`config.mk`:
```
export PLATFORM = sky130hd
export DESIGN_NAME = roulette_bet_engine
export DESIGN_NICKNAME = d
export VERILOG_FILES = /design/src/rtl/roulette_pkg.sv /design/src/rtl/roulette_bet_eval.sv /design/src/rtl/roulette_bet_engine.sv
export SDC_FILE = /design/constraint.sdc
export NUM_CORES = 1
export LEC_CHECK = 0
export BUFFER_PORTS_ARGS = -buffer_cell sky130_fd_sc_hd__buf_2
export CAP_MARGIN = 20
export CORE_ASPECT_RATIO = 2
export CORE_UTILIZATION = 40
export DETAILED_ROUTE_END_ITERATION = 10
export PLACE_DENSITY = 0.71
export SLEW_MARGIN = 20
export SYNTH_ARGS = -nofsm -noshare
export SYNTH_HDL_FRONTEND = slang
export SYNTH_SLANG_ARGS = --single-unit
```
`constraint.sdc`:
```
create_clock -name Clock -period 4.4 [get_ports Clock]
set_clock_uncertainty 0.15 [all_clocks]
set_input_delay 0 -clock Clock [delete_from_list [all_inputs] [get_ports Clock]]
set_output_delay 0 -clock Clock [all_outputs]
set_load 0.1 [all_outputs]
```
`src/rtl/roulette_pkg.sv`:
```
// Shared encodings for the roulette game core: FSM states, bet modes, LED patterns.
package roulette_pkg;

  typedef enum logic [2:0] {
    ST_IDLE    = 3'd0,
    ST_READY   = 3'd1,
    ST_RESOLVE = 3'd2,
    ST_WIN     = 3'd3,
    ST_LOSE    = 3'd4
  } state_t;

  localparam logic [1:0] MODE_PARITY = 2'b00;
  localparam logic [1:0] MODE_HILO   = 2'b01;
  localparam logic [1:0] MODE_EXACT  = 2'b10;

  localparam logic [4:0] LED_WIN_A  = 5'b10101;
  localparam logic [4:0] LED_WIN_B  = 5'b01010;
  localparam logic [4:0] LED_LOSE_A = 5'b11111;
  localparam logic [4:0] LED_OFF    = 5'b00000;

endpackage

```
`src/rtl/roulette_bet_eval.sv`:
```
// Combinational bet evaluator: decides hit/miss for one spin and computes the
// resulting balance, saturating on wins. Stake must already be clamped to balance.
module roulette_bet_eval
  import roulette_pkg::*;
#(
  parameter int BAL_W      = 8,
  parameter int NUM_W      = 6,
  parameter int MAX_NUM    = 36,
  parameter int PAY_PARITY = 1,
  parameter int PAY_EXACT  = 35
) (
  input  logic [NUM_W-1:0] i_num,
  input  logic [1:0]       i_mode,
  input  logic [NUM_W-1:0] i_guess,
  input  logic [BAL_W-1:0] i_stake,
  input  logic [BAL_W-1:0] i_balance,
  output logic             o_hit,
  output logic [BAL_W-1:0] o_next_bal
);

  localparam int EXT_W = BAL_W + 6;
  localparam logic [NUM_W-1:0] HALF = NUM_W'(MAX_NUM / 2);
  localparam logic [EXT_W-1:0] SAT  = {{6{1'b0}}, {BAL_W{1'b1}}};

  logic [EXT_W-1:0] w_pay;
  logic [EXT_W-1:0] w_sum;

  // Hit decision per mode, then payout with saturation or stake deduction.
  always_comb begin
    o_hit      = 1'b0;
    w_pay      = EXT_W'(PAY_PARITY);
    o_next_bal = i_balance;
    case (i_mode)
      MODE_HILO:  o_hit = (i_num != '0) && ((i_num > HALF) == i_guess[0]);
      MODE_EXACT: begin
        o_hit = (i_num == i_guess);
        w_pay = EXT_W'(PAY_EXACT);
      end
      // Reserved mode 11 behaves as parity; zero never counts as even.
      default:    o_hit = (i_num != '0) && ((~i_num[0]) == i_guess[0]);
    endcase
    w_sum = EXT_W'(i_balance) + EXT_W'(i_stake) * w_pay;
    if (o_hit)
      o_next_bal = (w_sum > SAT) ? '1 : w_sum[BAL_W-1:0];
    else
      o_next_bal = i_balance - i_stake;
  end

endmodule

```
`src/rtl/roulette_bet_engine.sv`:
```
// Roulette game core: edge-detects start/spin, captures a bet, resolves it in a
// single RESOLVE cycle, tracks win/lose end states and drives the status LEDs.
module roulette_bet_engine
  import roulette_pkg::*;
#(
  parameter int BAL_W      = 8,
  parameter int NUM_W      = 6,
  parameter int MAX_NUM    = 36,
  parameter int START_BAL  = 10,
  parameter int WIN_BAL    = 20,
  parameter int PAY_PARITY = 1,
  parameter int PAY_EXACT  = 35,
  parameter int FLASH_DIV  = 25000000
) (
  input  logic             Clock,
  input  logic             reset_n,
  input  logic             start,
  input  logic             spin,
  input  logic [1:0]       bet_mode,
  input  logic [NUM_W-1:0] guess,
  input  logic [BAL_W-1:0] bet_amt,
  input  logic [NUM_W-1:0] randnum,
  output logic [BAL_W-1:0] playerBalance,
  output logic [NUM_W-1:0] last_num,
  output logic             result_valid,
  output logic             last_win,
  output logic             spin_reject,
  output logic [2:0]       game_state,
  output logic [4:0]       led_out
);

  localparam int CNT_W = (FLASH_DIV > 1) ? $clog2(FLASH_DIV) : 1;
  localparam logic [CNT_W-1:0] FLASH_LAST = CNT_W'(FLASH_DIV - 1);
  localparam logic [BAL_W-1:0] BAL_START  = BAL_W'(START_BAL);
  localparam logic [BAL_W-1:0] BAL_WIN    = BAL_W'(WIN_BAL);
  localparam logic [NUM_W-1:0] NUM_MAX    = NUM_W'(MAX_NUM);

  state_t           r_state;
  logic [BAL_W-1:0] r_bal;
  logic [NUM_W-1:0] r_last_num;
  logic             r_result_valid;
  logic             r_last_win;
  logic             r_spin_reject;
  logic [4:0]       r_led;
  logic [CNT_W-1:0] r_flash;
  logic             r_start_d;
  logic             r_spin_d;
  logic [NUM_W-1:0] r_num;
  logic [1:0]       r_mode;
  logic [NUM_W-1:0] r_guess;
  logic [BAL_W-1:0] r_stake;

  logic             w_start_edge;
  logic             w_spin_edge;
  logic [BAL_W-1:0] w_stake_raw;
  logic [BAL_W-1:0] w_stake;
  logic             w_hit;
  logic [BAL_W-1:0] w_next_bal;

  assign w_start_edge = start & ~r_start_d;
  assign w_spin_edge  = spin & ~r_spin_d;
  assign w_stake_raw  = (bet_amt == '0) ? BAL_W'(1) : bet_amt;
  assign w_stake      = (w_stake_raw > r_bal) ? r_bal : w_stake_raw;

  roulette_bet_eval #(
    .BAL_W      (BAL_W),
    .NUM_W      (NUM_W),
    .MAX_NUM    (MAX_NUM),
    .PAY_PARITY (PAY_PARITY),
    .PAY_EXACT  (PAY_EXACT)
  ) u_eval (
    .i_num      (r_num),
    .i_mode     (r_mode),
    .i_guess    (r_guess),
    .i_stake    (r_stake),
    .i_balance  (r_bal),
    .o_hit      (w_hit),
    .o_next_bal (w_next_bal)
  );

  // Game FSM with edge detection, bet capture, resolution and LED flashing.
  always_ff @(posedge Clock or negedge reset_n) begin
    if (!reset_n) begin
      r_state        <= ST_IDLE;
      r_bal          <= BAL_START;
      r_last_num     <= '0;
      r_result_valid <= 1'b0;
      r_last_win     <= 1'b0;
      r_spin_reject  <= 1'b0;
      r_led          <= LED_OFF;
      r_flash        <= '0;
      r_start_d      <= 1'b0;
      r_spin_d       <= 1'b0;
      r_num          <= '0;
      r_mode         <= MODE_PARITY;
      r_guess        <= '0;
      r_stake        <= '0;
    end else begin
      r_start_d      <= start;
      r_spin_d       <= spin;
      r_result_valid <= 1'b0;
      r_spin_reject  <= 1'b0;
      case (r_state)
        ST_IDLE: begin
          r_led <= {4'b0000, r_last_win};
          if (w_start_edge) begin
            r_state <= ST_READY;
            r_bal   <= BAL_START;
          end
        end
        ST_READY: begin
          r_led <= {4'b0000, r_last_win};
          if (w_start_edge) begin
            r_bal <= BAL_START;
          end else if (w_spin_edge) begin
            r_num   <= randnum;
            r_mode  <= bet_mode;
            r_guess <= guess;
            r_stake <= w_stake;
            if (randnum > NUM_MAX)
              r_spin_reject <= 1'b1;
            else
              r_state <= ST_RESOLVE;
          end
        end
        ST_RESOLVE: begin
          r_bal          <= w_next_bal;
          r_last_num     <= r_num;
          r_last_win     <= w_hit;
          r_result_valid <= 1'b1;
          r_flash        <= '0;
          if (w_next_bal >= BAL_WIN) begin
            r_state <= ST_WIN;
            r_led   <= LED_WIN_A;
          end else if (w_next_bal == '0) begin
            r_state <= ST_LOSE;
            r_led   <= LED_LOSE_A;
          end else begin
            r_state <= ST_READY;
            r_led   <= {4'b0000, w_hit};
          end
        end
        ST_WIN, ST_LOSE: begin
          if (w_start_edge) begin
            r_state <= ST_READY;
            r_bal   <= BAL_START;
            r_flash <= '0;
            r_led   <= {4'b0000, r_last_win};
          end else if (r_flash == FLASH_LAST) begin
            r_flash <= '0;
            if (r_state == ST_WIN)
              r_led <= (r_led == LED_WIN_A) ? LED_WIN_B : LED_WIN_A;
            else
              r_led <= (r_led == LED_LOSE_A) ? LED_OFF : LED_LOSE_A;
          end else begin
            r_flash <= r_flash + 1'b1;
          end
        end
        default: r_state <= ST_IDLE;
      endcase
    end
  end

  assign playerBalance = r_bal;
  assign last_num      = r_last_num;
  assign result_valid  = r_result_valid;
  assign last_win      = r_last_win;
  assign spin_reject   = r_spin_reject;
  assign game_state    = r_state;
  assign led_out       = r_led;

endmodule

```
==> metrics.md <==
| Metric | Value |
|---|---|
| CP Cell Sequence | `nor2b_4 > buf_4 > and2_2 > ha_1 > ha_1 > fa_1 > ha_4 > nor2b_2 > o2111ai_4 > buf_4 > a21oi_1 > a211oi_1 > mux2_4 > a21oi_4 > nor2_2 > a221o_1` |
| DP Wirelength | `11900 um` |
| Std cell rows | `59` |
| Syn Nets | `687` |
| First-pass GRT wire length | `25500 um` |
| Hold Path Stages | `4` |
| RR Endpoint | `led_out[3]` |
| Worst r2r path cells | `16` |
| PortBufs | `50` |
| Number of flops mapped to enable cells by yosys | `0` |
| FILL cells | `1148` |
| Main synth FF type | `dfrtp_1` |
| Critical Path RT | `4.46 ns` |
| Synth unique cells | `60` |
| TritonCTS buffer count | `9` |
| Share of layout cells above drive strength 1 | `22.4%` |
| DR pass1 iterations | `5` |
| Skew-Pair Late Insertion Delay | `0.34 ns` |
| Starting DRC count in detailed routing | `268` |
| Grt ovf | `0` |
| Final setup vio count | `0` |
| Hold Path Sink | `r_stake[0]` |
| Share of the synthesized area in the top cell type | `32.8%` |
| Placed Cells | `806` |
| Seq/Total Area, Yosys | `33.7%` |
| Core area | `13000 um^2` |
| Hold Startpoint | `bet_amt[0]` |
| CTS Sinks | `72` |
| Hold WS | `0.00624 ns` |
| Setup slack, reg-to-reg | `0.10 ns` |
| Layout Nets | `781` |
| Crit Path Max Fanout | `5` |
| Register bit total from synthesis | `72` |
| GPL Wtd Cong | `0.931` |
| # H-tree levels | `3` |
| Initial Util | `41.1%` |
| Status | `finished, final reports clean` |
| Setup crit end kind | `flip-flop` |
| FMAX | `233 MHz` |
| Final period util | `97.7%` |
| Vias in the first global route | `5212` |
| Max Cap Viol | `0` |
| WL/cell | `18.8 um` |
| Largest cells by area after synthesis | `dfrtp_1 (33%), ha_1 (11%), nand2_1 (3.9%)` |
| Worst hold path type | `in2reg` |
| Arr. time, crit path | `4.36 ns` |
| Fin cells | `853` |
| Yosys warnings | `0` |
| Max stage delay on crit path | `0.54 ns` |
| Clock tree buffer depth | `2` |
| Worst setup path class | `reg2reg` |
| Pin count of the biggest net entering global routing | `73` |
| CP max-delay cell | `fa_1` |
| Chip Height | `166 um` |
| Multi-input gate area | `3560 um^2` |
| Register area | `1800 um^2` |
| Area delta synth->final | `26.8%` |
| Gr usage total | `23.6%` |
| WL final | `16100 um` |
| Most numerous cell in the Yosys netlist | `dfrtp_1` |
| Startpoint Class | `flip-flop` |
| Max_slew headroom | `37.0%` |
| Synth area leader | `dfrtp_1` |
| Mapped Area | `5350 um^2` |
| Minimum clock period | `4.30 ns` |
| Reg-to-Reg Start | `r_mode[1]` |
| Final Max Slew Viols | `0` |
| Initial antenna violation count | `0` |
| Die width | `83.8 um` |
| I/O pin count | `51` |
| Most frequent cells after synthesis | `dfrtp_1 (70), nand2_1 (56), ha_1 (49), inv_1 (43), nor2_1 (43)` |
| Via/cell ratio | `5.87` |
| Final hold vios | `0` |
| Cells after Synth | `602` |
| Post-synth ARST share | `100%` |
| Avg Inst Size Synth | `8.88 um^2` |
| Antenna diodes | `0` |
| Via count | `5009` |
| Worst Tran Pin Value | `0.945 ns` |
| Post-route ant nets | `0` |
| Clk pin slew, worst setup/hold paths | `0.06 ns` |
| CTS root buf | `clkbuf_16` |
| # DRC | `0` |
| Die Area | `13900 um^2` |
| CTS tree | `built` |
-- cells in the final DEF, fill, tap and decap left out, types with 4 or more instances in the layout --
cell type,count
nor2_1,41
a211o_1,4
o21a_1,7
nand4_1,10
o211ai_1,4
a21oi_1,23
mux2_2,13
nand2_1,56
nor3_1,11
dlygate4sd3_1,24
a22o_1,5
ha_1,38
and3_1,11
inv_1,39
a21o_1,9
nand3_1,25
a211oi_1,5
clkbuf_16,9
inv_2,4
nor4b_1,5
nand2b_1,11
a31oi_1,11
ha_4,9
nor2b_1,6
and2_1,7
dfrtp_1,70
o31ai_1,6
xnor2_1,12
buf_2,50
xor2_1,16
buf_4,31
fa_1,10
and2_4,5
o21ai_0,39
-- cell type report --
class                      count  area share [%]
multi-input combinational    463            52.6
tap                          152            2.80
sequential                    72            26.6
clock buffer                  13            3.69
timing repair buffer         107            11.0
inverter                      43            2.38
clock inverter                 3           0.959
-- repair_timing --
item	in CTS	in global routing
resized for setup	14	36
setup buffers	4	3
pin swaps	7	34
hold endpoints to repair	94	0
gates cloned	0	0
endpoints found under the setup margin	14	14
hold buffers	24	0
-- cell families after synthesis --
logic type | synth area share (%)
fa+ha+maj | 15.2
compound gates | 17.7
buf+inv | 4.91
mux | 3.70
simple gates | 20.2
xor+xnor | 4.59
flops | 33.7
-- stage by stage --
| step | worst slack, ns | utilization [%] | area (um^2) | TNS [ns] |
|---|---|---|---|---|
| 6_report | 0.102 | 52.2 | 6780 | 0 |
| 3_5_place_dp | -0.161 | 45.5 | 5910 | -1.03 |
| 4_1_cts | 0.00101 | 50.8 | 6600 | 0 |
| 2_1_floorplan | 0.00977 | - | 5370 | 0 |
| 3_3_place_gp | -0.0478 | 45.5 | 5910 | -0.203 |
| 5_1_grt | -0.0242 | 52.2 | 6780 | -0.0299 |
-- worst max path at each step --
stage | startpoint | end | slack, ns
floorplan | r_mode[1] | playerBalance[5] | 0.01
global placement | r_mode[1] | playerBalance[5] | -0.05
detailed placement | r_mode[1] | playerBalance[5] | -0.16
CTS | r_mode[1] | game_state[1] | 0.001
global route | r_mode[0] | led_out[3] | -0.02
finish | r_mode[1] | led_out[3] | 0.10
-- registers in the layout (all words and copies together) (netlist names) --
signal         cells
game_state         3
last_num           6
last_win           1
led_out            3
playerBalance      8
r_flash           25
r_guess            6
r_mode             2
r_num              6
r_spin_d           1
r_stake            8
r_start_d          1
result_valid       1
spin_reject        1
-- critical path: cells and delay by family (launching register included) --
| family | cells | cell delay, ns |
|---|---|---|
| AO/OA/AOI/OAI | 5 | 1.06 |
| buffers and inverters | 2 | 0.31 |
| multiplexers | 1 | 0.37 |
| adder cells (fa/ha/maj) | 4 | 1.32 |
| AND/OR/NAND/NOR | 4 | 0.59 |
| flip-flops | 1 | 0.38 |
-- per-layer routing --
metal | vias up | routed length, um | track usage, %
li1 | 2327 | - | -
met1 | 2435 | 5580 | 23.4
met2 | 167 | 8600 | 42.8
met3 | 80 | 526 | 3.43
met4 | 0 | 1360 | 19.9
met5 | - | 0 | 0
Power is left out: the tool's default activity adds up to more than one toggle a clock period on the data nets, which glitch-free logic cannot reach.
